--- config.mk ---
export PLATFORM = sky130hd
export DESIGN_NAME = alarm_siren_ctrl
export DESIGN_NICKNAME = d
export VERILOG_FILES = /design/src/rtl/alarm_pkg.sv /design/src/rtl/alarm_cadence_gen.sv /design/src/rtl/alarm_siren_ctrl.sv
export SDC_FILE = /design/constraint.sdc
export NUM_CORES = 1
export LEC_CHECK = 0
export ABC_AREA = 0
export CAP_MARGIN = 20
export CORE_MARGIN = 3
export CORE_UTILIZATION = 53
export DETAILED_ROUTE_END_ITERATION = 7
export MAX_ROUTING_LAYER = met4
export PLACE_DENSITY = 0.8
export SLEW_MARGIN = 25
export SYNTH_ARGS = -nofsm -noshare
export SYNTH_HDL_FRONTEND = slang
export SYNTH_HIERARCHICAL = 1
export SYNTH_SLANG_ARGS = --single-unit
--- constraint.sdc ---
create_clock -name clk -period 2.21 [get_ports clk]
set_input_delay 0.442 -clock clk [delete_from_list [all_inputs] [get_ports clk]]
set_output_delay 0.442 -clock clk [all_outputs]
set_load 0.005 [all_outputs]
--- src/rtl/alarm_pkg.sv ---
`default_nettype none
// ============================================================================
//  Module      : alarm_pkg
//  Description : Shared state encoding, default timing and helpers for the
//                alarm siren controller.
//  Revision    : 1.0 - initial release
// ============================================================================
package alarm_pkg;

    typedef enum logic [1:0] {
        IDLE    = 2'd0,
        ENTRY   = 2'd1,
        SOUND   = 2'd2,
        HOLDOFF = 2'd3
    } siren_state_e;

    localparam int DEF_ENTRY_CYCLES   = 16;
    localparam int DEF_ON_CYCLES      = 4;
    localparam int DEF_OFF_CYCLES     = 4;
    localparam int DEF_SOUND_CYCLES   = 64;
    localparam int DEF_HOLDOFF_CYCLES = 8;
    localparam int DEF_CNT_W          = 8;
    localparam int EVENT_CNT_W        = 8;

    // Down-counters run from N-1 to 0 so a phase lasts exactly N cycles.
    function automatic int load_of(input int cycles);
        return (cycles > 0) ? cycles - 1 : 0;
    endfunction

endpackage
`default_nettype wire

--- src/rtl/alarm_cadence_gen.sv ---
`default_nettype none
// ============================================================================
//  Module      : alarm_cadence_gen
//  Description : ON/OFF cadence generator for the siren; starts high on
//                restart and idles low whenever not enabled.
//  Revision    : 1.0 - initial release
// ============================================================================
module alarm_cadence_gen
    import alarm_pkg::*;
#(
    parameter int ON_CYCLES  = DEF_ON_CYCLES,
    parameter int OFF_CYCLES = DEF_OFF_CYCLES,
    parameter int CNT_W      = DEF_CNT_W
) (
    input  logic clk_i,
    input  logic rst_i,
    input  logic restart_i,
    input  logic enable_i,
    output logic siren_raw_o
);

    localparam logic [CNT_W-1:0] C_ON_LOAD  = CNT_W'(load_of(ON_CYCLES));
    localparam logic [CNT_W-1:0] C_OFF_LOAD = CNT_W'(load_of(OFF_CYCLES));

    logic             phase_q, phase_d;
    logic [CNT_W-1:0] cnt_q, cnt_d;

    always_comb begin
        phase_d = phase_q;
        cnt_d   = cnt_q;
        if (restart_i) begin
            phase_d = 1'b1;
            cnt_d   = C_ON_LOAD;
        end else if (enable_i) begin
            if (cnt_q == '0) begin
                phase_d = ~phase_q;
                cnt_d   = phase_q ? C_OFF_LOAD : C_ON_LOAD;
            end else begin
                cnt_d = cnt_q - CNT_W'(1);
            end
        end else begin
            phase_d = 1'b0;
            cnt_d   = '0;
        end
    end

    always_ff @(posedge clk_i or posedge rst_i) begin
        if (rst_i) begin
            phase_q <= 1'b0;
            cnt_q   <= '0;
        end else begin
            phase_q <= phase_d;
            cnt_q   <= cnt_d;
        end
    end

    assign siren_raw_o = phase_q;

endmodule
`default_nettype wire

--- src/rtl/alarm_siren_ctrl.sv ---
`default_nettype none
// ============================================================================
//  Module      : alarm_siren_ctrl
//  Description : Turns an alarm trigger into entry delay, cadenced siren with
//                auto-timeout, and post-alarm holdoff.
//                Optional macro ALARM_SIREN_EVENT_CNT_EN enables event_count.
//  Revision    : 1.0 - initial release
// ============================================================================
module alarm_siren_ctrl
    import alarm_pkg::*;
#(
    parameter int ENTRY_CYCLES   = DEF_ENTRY_CYCLES,
    parameter int ON_CYCLES      = DEF_ON_CYCLES,
    parameter int OFF_CYCLES     = DEF_OFF_CYCLES,
    parameter int SOUND_CYCLES   = DEF_SOUND_CYCLES,
    parameter int HOLDOFF_CYCLES = DEF_HOLDOFF_CYCLES,
    parameter int CNT_W          = DEF_CNT_W
) (
    input  logic                   clk,
    input  logic                   reset,
    input  logic                   armed,
    input  logic                   triggered,
    input  logic                   disarmed,
    input  logic                   silence,
    output logic                   siren,
    output logic                   strobe,
    output logic                   timed_out,
    output logic [1:0]             state_o,
    output logic [EVENT_CNT_W-1:0] event_count
);

    localparam logic [CNT_W-1:0] C_ENTRY_LOAD   = CNT_W'(load_of(ENTRY_CYCLES));
    localparam logic [CNT_W-1:0] C_SOUND_LOAD   = CNT_W'(load_of(SOUND_CYCLES));
    localparam logic [CNT_W-1:0] C_HOLDOFF_LOAD = CNT_W'(load_of(HOLDOFF_CYCLES));

    siren_state_e     state_q;
    logic [CNT_W-1:0] timer_q;
    logic             strobe_q;
    logic             timed_out_q;

    logic w_timer_zero;
    logic w_sound_entry;
    logic w_sound_stay;
    logic w_siren_raw;
    logic w_unused_armed;

    // armed is status only; nothing here depends on it.
    assign w_unused_armed = armed;

    assign w_timer_zero  = (timer_q == '0);
    assign w_sound_entry = (state_q == ENTRY) && !disarmed && w_timer_zero;
    assign w_sound_stay  = (state_q == SOUND) && !disarmed && !silence && !w_timer_zero;

    always_ff @(posedge clk or posedge reset) begin
        if (reset) begin
            state_q     <= IDLE;
            timer_q     <= '0;
            strobe_q    <= 1'b0;
            timed_out_q <= 1'b0;
        end else begin
            if (disarmed) begin
                timed_out_q <= 1'b0;
            end
            case (state_q)
                IDLE: begin
                    if (!disarmed && triggered) begin
                        state_q <= ENTRY;
                        timer_q <= C_ENTRY_LOAD;
                    end
                end
                ENTRY: begin
                    if (disarmed) begin
                        state_q <= IDLE;
                        timer_q <= '0;
                    end else if (w_timer_zero) begin
                        state_q  <= SOUND;
                        timer_q  <= C_SOUND_LOAD;
                        strobe_q <= 1'b1;
                    end else begin
                        timer_q <= timer_q - CNT_W'(1);
                    end
                end
                SOUND: begin
                    if (disarmed || silence || w_timer_zero) begin
                        state_q  <= HOLDOFF;
                        timer_q  <= C_HOLDOFF_LOAD;
                        strobe_q <= 1'b0;
                        // Only a genuine expiry marks the timeout; user actions outrank it.
                        if (!disarmed && !silence) begin
                            timed_out_q <= 1'b1;
                        end
                    end else begin
                        timer_q <= timer_q - CNT_W'(1);
                    end
                end
                HOLDOFF: begin
                    if (disarmed || w_timer_zero) begin
                        state_q <= IDLE;
                        timer_q <= '0;
                    end else begin
                        timer_q <= timer_q - CNT_W'(1);
                    end
                end
                default: begin
                    state_q <= IDLE;
                    timer_q <= '0;
                end
            endcase
        end
    end

    alarm_cadence_gen #(
        .ON_CYCLES  (ON_CYCLES),
        .OFF_CYCLES (OFF_CYCLES),
        .CNT_W      (CNT_W)
    ) u_cadence (
        .clk_i       (clk),
        .rst_i       (reset),
        .restart_i   (w_sound_entry),
        .enable_i    (w_sound_stay),
        .siren_raw_o (w_siren_raw)
    );

`ifdef ALARM_SIREN_EVENT_CNT_EN
    logic [EVENT_CNT_W-1:0] event_cnt_q, event_cnt_d;

    always_comb begin
        event_cnt_d = event_cnt_q;
        if (w_sound_entry && (event_cnt_q != '1)) begin
            event_cnt_d = event_cnt_q + EVENT_CNT_W'(1);
        end
    end

    always_ff @(posedge clk or posedge reset) begin
        if (reset) begin
            event_cnt_q <= '0;
        end else begin
            event_cnt_q <= event_cnt_d;
        end
    end

    assign event_count = event_cnt_q;
`else
    assign event_count = '0;
`endif

    assign siren     = w_siren_raw;
    assign strobe    = strobe_q;
    assign timed_out = timed_out_q;
    assign state_o   = state_q;

endmodule
`default_nettype wire

==> results of run 1 <==
## power by group through the flow
| stage | Clock, mW | Sequential (mW) | Combinational [mW] |
|---|---|---|---|
| after floorplan | 0 | 0.577 | 0.620 |
| after global placement | 0 | 0.622 | 0.784 |
| after detailed placement | 0 | 0.629 | 0.810 |
| after CTS | 0.189 | 0.622 | 0.816 |
| after global routing | 0.204 | 0.646 | 0.936 |
| final | 0.182 | 0.627 | 0.819 |
## critical path: stages, from the launching register on
cell and delay (ns):
dfrtp_1 0.44, inv_1 0.07, ha_1 0.20, or4b_4 0.52
nor3_1 0.26, buf_4 0.17, o31a_1 0.13, o22a_1 0.14
## metal layers
layer | vias to the layer above | part of all wire [%] | global-route usage (%)
li1 | 546 | - | -
met1 | 531 | 43 | 22.2
met2 | 33 | 52 | 34.5
met3 | 6 | 3.6 | 2.32
met4 | 0 | 1.7 | 6.94
met5 | - | 0 | -
## logic make-up after synthesis
group | share of synthesized area (%)
flip-flops | 40.3
AO/OA/AOI/OAI | 21.1
adder cells (fa/ha/maj) | 2.88
AND/OR/NAND/NOR | 22.7
multiplexers | 1.53
other | 0.287
XOR/XNOR | 2.01
buffers and inverters | 9.20
## cells in the mapped netlist
master / instances / share of area, %
or4_1: 3 / 1.7
xnor2_1: 3 / 2.0
inv_1: 12 / 3.5
nand3_1: 2 / 0.77
nor2b_1: 1 / 0.48
nor2_1: 14 / 4.0
a211o_1: 1 / 0.67
and3_1: 1 / 0.48
o21ai_0: 7 / 2.7
nor4b_2: 1 / 1.2
o31a_1: 2 / 1.3
o31ai_1: 2 / 1.2
or3_1: 4 / 1.9
ha_1: 3 / 2.9
o21ai_1: 1 / 0.38
mux2i_1: 2 / 1.5
nand2_1: 12 / 3.5
or3b_2: 2 / 1.3
nand2b_1: 3 / 1.4
buf_4: 8 / 4.6
o2bb2ai_1: 1 / 0.67
nor4_1: 1 / 0.48
nor3b_1: 2 / 1.2
o211a_1: 2 / 1.5
and2_1: 1 / 0.48
or4_4: 1 / 0.86
or4b_4: 1 / 1.1
o21bai_1: 2 / 1.2
a211oi_1: 1 / 0.58
dfrtp_1: 21 / 40
clkbuf_1: 4 / 1.2
o22a_1: 2 / 1.3
o21a_1: 1 / 0.58
conb_1: 1 / 0.29
o311ai_1: 1 / 0.67
a311oi_1: 1 / 0.67
o211ai_1: 3 / 1.7
a31oi_1: 2 / 0.96
nor3_1: 5 / 1.9
a21oi_1: 9 / 3.5
a21o_1: 1 / 0.58
o22ai_1: 2 / 0.96
## worst min path at each step
stage / start / to / depth (start not counted)
floorplan: reset / u_cadence/cnt_q[0]$_DFF_PP0_ / 1
finish: reset / u_cadence/cnt_q[2]$_DFF_PP0_ / 2
global route: reset / u_cadence/cnt_q[5]$_DFF_PP0_ / 2
detailed placement: strobe$_DFFE_PP0P_ / strobe$_DFFE_PP0P_ / 1
global placement: timed_out$_DFF_PP0_ / timed_out$_DFF_PP0_ / 2
CTS: reset / u_cadence/cnt_q[2]$_DFF_PP0_ / 2
## state kept, by name (all words and copies together) (netlist names), named ones only
signal and count:
strobe 1, u_cadence/cnt_q 8, u_cadence/siren_raw_o 1, state_o 1, timer_q 8, timed_out 1
## per-stage QoR
stage	power (mW)	instance area, sq um	hold WS, ns	setup WS (ns)	instances
floorplan	1.20	1330	0.270	0.225	156
global placement	1.41	1430	0.504	0.0444	187
detailed placement	1.44	1430	0.499	0.0256	187
CTS	1.63	1450	0.414	0.118	191
global route	1.79	1460	0.430	0.0855	191
finish	1.63	1460	0.404	0.188	191
## placed cells by master (no fill, tap or decap), types with 4 or more instances in the layout
cell,count
nor3_1,5
inv_1,12
clkdlybuf4s50_1,9
dfrtp_1,21
o21ai_0,7
or3_1,4
conb_1,8
a21oi_1,9
buf_4,6
nand2_1,12
nor2_1,14
## cell type report
cell class | count | area (sq um) | share of cell area (%)
inverter | 12 | 45.0 | 3.09
tap | 28 | 35.0 | 2.40
multi-input combinational | 111 | 689 | 47.3
clock inverter | 1 | 5.00 | 0.343
timing repair buffer | 15 | 135 | 9.27
sequential | 21 | 526 | 36.1
clock buffer | 3 | 22.5 | 1.55
==> impl_metrics.env, run 1 <==
export IMPL_status="finished, final reports clean"
export IMPL_htreeDepth=1
export IMPL_p_leak_nw=0.717
export IMPL_fin_util_pct=64.0
export IMPL_die_w_microns=55.6
export IMPL_drc_errors=0
export IMPL_area_growth_pct=11.7
export IMPL_avgViaCountPerCell=5.84
export IMPL_cap_violations=0
export IMPL_cts_root_buf="clkbuf_4"
export IMPL_power_switching_mw=0.688
export IMPL_first_global_vias=1096
export IMPL_core_area_sq_mm=0.00228
export IMPL_rsz0062_at_grt="false"
export IMPL_yosysWarnings=6
export IMPL_dr_pass1_iters=4
export IMPL_antenna_found_initial=0
export IMPL_syn_inst=149
export IMPL_cp_required_ns=2.45
export IMPL_grt_max_degree=13
export IMPL_wl_per_cell_microns=14.0
export IMPL_finalSetupViolCount=0
export IMPL_skew_ns=0.0108
export IMPL_initial_core_util_pct=57.3
export IMPL_fmax_mhz=495
export IMPL_r2r_setup_slack_ns=0.19
export IMPL_hold_buffers=0
export IMPL_worstSetupPathType="reg2reg"
export IMPL_r2r_end="timer_q[3]$_DFFE_PP0P_"
export IMPL_syn_area_sq_mm=0.00131
export IMPL_post_cts_buffers=0
export IMPL_clockBufferDepth=2
export IMPL_hold_path_class="in2async"
export IMPL_peakVddDrop_v=0.000745
export IMPL_p_comb_share_pct=50.3
export IMPL_cts_tree="done"
export IMPL_syn_area_per_cell_sq_um=8.76
export IMPL_grt_overflow_total=0
export IMPL_setup_tns_final_ns=0
export IMPL_grt_pass1_wl_mm=4.73
export IMPL_clk_pin_slew_ns=0.12
export IMPL_fillers=205
export IMPL_path_max_fanout=5
export IMPL_min_period_ns=2.02
export IMPL_synth_cell_type_count=42
export IMPL_die_y_microns=55.6
export IMPL_placementRows=17
export IMPL_post_route_period_util_pct=91.5
export IMPL_cp_end_kind="flip-flop"
export IMPL_ys_ff_latch=21
export IMPL_worstRegToRegCells=7
export IMPL_hold_viol=0
export IMPL_cts_resized=0
export IMPL_seqPwrFrac_pct=38.5
export IMPL_drtIter0Drc=24
export IMPL_routabilityCongestion=0.925
export IMPL_track_usage_pct=19.3
export IMPL_p_per_area_mw_per_mm2=1120
export IMPL_finalWirelength_mm=2.67
export IMPL_vias=1116
export IMPL_clock_sinks=21
export IMPL_regToRegStartpoint="timer_q[0]$_DFFE_PP0P_"
export IMPL_drive_gt1_share_pct=9.82
export IMPL_switching_share_pct=42.3
export IMPL_io_pins=19
export IMPL_crit_end="timer_q[3]$_DFFE_PP0P_"
export IMPL_antenna_cells=0
export IMPL_internal_power_mw=0.940
export IMPL_cp_arrival_ns=2.26
export IMPL_final_max_slew_viol_count=0
export IMPL_nets=173
export IMPL_postRouteAntennaNets=0
export IMPL_cts_buffers_inserted=3
export IMPL_seq_area_frac_synth_pct=40.3
export IMPL_dp_hpwl_mm=2.09
export IMPL_crit_path_start_kind="flip-flop"
export IMPL_insertion_delay_ns=0.30
export IMPL_startpoint="timer_q[0]$_DFFE_PP0P_"
export IMPL_portBuffers=9
export IMPL_die_area_sq_mm=0.00309
export IMPL_power_share_clock_pct=11.2
Note: power is estimated with default switching activity, not from simulation.
==> run 2: changes to the inputs <==
--- a/config.mk
+++ b/config.mk
@@ -9,10 +9,11 @@
 export CAP_MARGIN = 20
 export CORE_MARGIN = 3
 export CORE_UTILIZATION = 53
+export CTS_CLUSTER_DIAMETER = 150
 export DETAILED_ROUTE_END_ITERATION = 7
 export MAX_ROUTING_LAYER = met4
 export PLACE_DENSITY = 0.8
-export SLEW_MARGIN = 25
+export SLEW_MARGIN = 10
 export SYNTH_ARGS = -nofsm -noshare
 export SYNTH_HDL_FRONTEND = slang
 export SYNTH_HIERARCHICAL = 1
==> results of run 2 <==
Same layout as run 1: the final DEF is identical, and so are final timing and power.
==> RTL change (settings of run 2) <==
`DEF_CNT_W`: 8 -> 6.
--- a/src/rtl/alarm_pkg.sv
+++ b/src/rtl/alarm_pkg.sv
@@ -20,5 +20,5 @@
     localparam int DEF_SOUND_CYCLES   = 64;
     localparam int DEF_HOLDOFF_CYCLES = 8;
-    localparam int DEF_CNT_W          = 8;
+    localparam int DEF_CNT_W          = 6;
     localparam int EVENT_CNT_W        = 8;
 
Function: no difference found for any inputs over 10 cycles, from zero or initial values and one cycle with reset high; that may be too few to reach the edited logic, so the function may still have changed.
==> RTL change against run 2 <==
Routed wire length shrank 11%; synthesized area decreased by 18%; critical path type unchanged; global-route usage increased by 3.3 points; critical path depth up 2; hold slack lost 0.012 ns; cell area shrank 15%; sequential cell count shrank 4; largest power group unchanged; total power down 17%; worst setup slack better by 0.016 ns; clock skew down 0.0027 ns; largest cell class unchanged; via count down 15%; clock power shrank 8%; utilization grew 4.2 points.
==> RTL change: results (changes against run 2) <==
Timing
  • Final hold slack: 0.392 ns (-0.0121 ns)
  • Max Clock Skew: 0.00807 ns (-0.00274 ns)
  • Worst slew pin tran: 0.576 ns

Cells and area
  • # fillers: 170 (-17%)
  • Fin nets: 149 (-14%)
  • Regs by FF count: timer_q x6, u_cadence/cnt_q x6
  • Share of post-route cells with drive strength above 1: 12.9% (+3.1 points)

Synthesis
  • Number of library cell types mapped by synthesis: 41 (-2.4%)
  • Sequential cell area fraction in the yosys report: 39.7% (-0.60 points)
  • Post-synth top cells: 17 x dfrtp_1, 11 x inv_1, 11 x nor2_1, 9 x buf_4, 9 x o21ai_0
  • Synth area leaders: dfrtp_1 40%, buf_4 6.3%, o21ai_0 4.2%

Placement
  • DP Area: 1210 um^2 (-15%)
  • Placer Congestion: 0.849 (-8.3%)
  • DP HPWL: 1770 um (-15%)

Global route
  • Pin count of the biggest net entering global routing: 15 (+2)
  • Global-route wire length before repair: 4350 um (-8.0%)
  • GRT Resource Usage Total: 22.7% (+3.3 points)
  • Vias in the first global route: 964 (-12%)

Drt
  • Drt first pass iters: 4 (unchanged)
  • DR vias/cell: 5.77 (-1.3%)
  • DRT iter0 DRCs: 28 (+17%)
  • Routed len/inst: 14.4 um (+3.4%)

Run status
  • Status: finished clean

Clocking
  • Worst-path clk slew: 0.10 ns (-0.02 ns)

Power
  • Max VDD drop: 0.784 mV (+5.3%)
  • P_leak: 0.580 nW (-19%)

Critical path
  • Worst R2R Setup Slack: 0.20 ns (+0.02 ns)
  • Critical path arrival: 2.20 ns (-0.06 ns)
==> RTL change: changes by cell type in the layout (fill, tap and decap cells not counted), sizes merged, moves of 3 or more <==
cell	before	now
dfrtp	21	17
or4	4	1
a21oi	9	4
nand2	12	5
buf	6	10
o211ai	3	0
nor2	14	11
==> RTL change: through the flow <==
step	setup slack, ns	utilization, %	std cells
6_report	0.204	68.2	164
5_1_grt	0.0394	68.2	164
4_1_cts	0.196	68.2	164
3_5_place_dp	0.0992	66.7	160
3_3_place_gp	0.188	66.7	160
2_1_floorplan	0.213	-	128
==> RTL change: cell type report <==
class	instances	area share [%]
clock inverters	1	0.403
clock buffers	3	1.81
multi-input cells	88	44.4
inverters	11	3.32
well taps	25	2.52
repair buffers	19	13.3
flip-flops and latches	17	34.2
==> RTL change: worst paths after layout <==
check	startpoint	cells past startpoint	end
min in group clk	u_cadence/cnt_q[1]$_DFF_PP0_	1	u_cadence/cnt_q[5]$_DFF_PP0_
hold / removal	reset	2	u_cadence/cnt_q[5]$_DFF_PP0_
max in group asynchronous	reset	2	timer_q[2]$_DFFE_PP0P_
setup / recovery	timer_q[0]$_DFFE_PP0P_	9	u_cadence/cnt_q[5]$_DFF_PP0_
setup reg to reg	timer_q[0]$_DFFE_PP0P_	9	u_cadence/cnt_q[5]$_DFF_PP0_
hold reg to reg	u_cadence/cnt_q[1]$_DFF_PP0_	1	u_cadence/cnt_q[5]$_DFF_PP0_
==> RTL change: per-layer routing <==
layer | part of all wire (%) | wire [um] | GRT usage [%]
met3 | 7.0 | 166 | 6.41
met4 | 1.3 | 30 | 5.38
met1 | 46 | 1090 | 30.6
met2 | 46 | 1080 | 33.7
met5 | 0 | 0 | -
==> RTL change: where the power goes <==
group          switching, mW  internal [mW]  leakage [nW]
combinational          0.328          0.329         0.341
sequential             0.130          0.396         0.222
clock                  0.100         0.0675        0.0177
==> RTL change: cells by family (layout without fill, tap and decap cells) <==
kind of cell               count (synthesis)  in the layout  synth area share (%)
AOI/OAI and AO/OA                         36             36                  23.7
xor gates and xnor gates                   2              2                  1.63
adders and majority gates                  3              3                  3.50
buffers and inverters                     23             34                  11.3
DFF                                       17             17                  39.7
other                                      1              8                 0.350
and+or+nand+nor                           39             39                  19.8
==> RTL change: critical path: stages, from the launching register on <==
cell and delay [ns]:
dfrtp_1 0.37, inv_1 0.07, ha_1 0.22, nor3b_1 0.14, buf_4 0.15, and2_1 0.15
and4_1 0.22, nor2b_1 0.25, nand2_1 0.09, o41ai_1 0.24
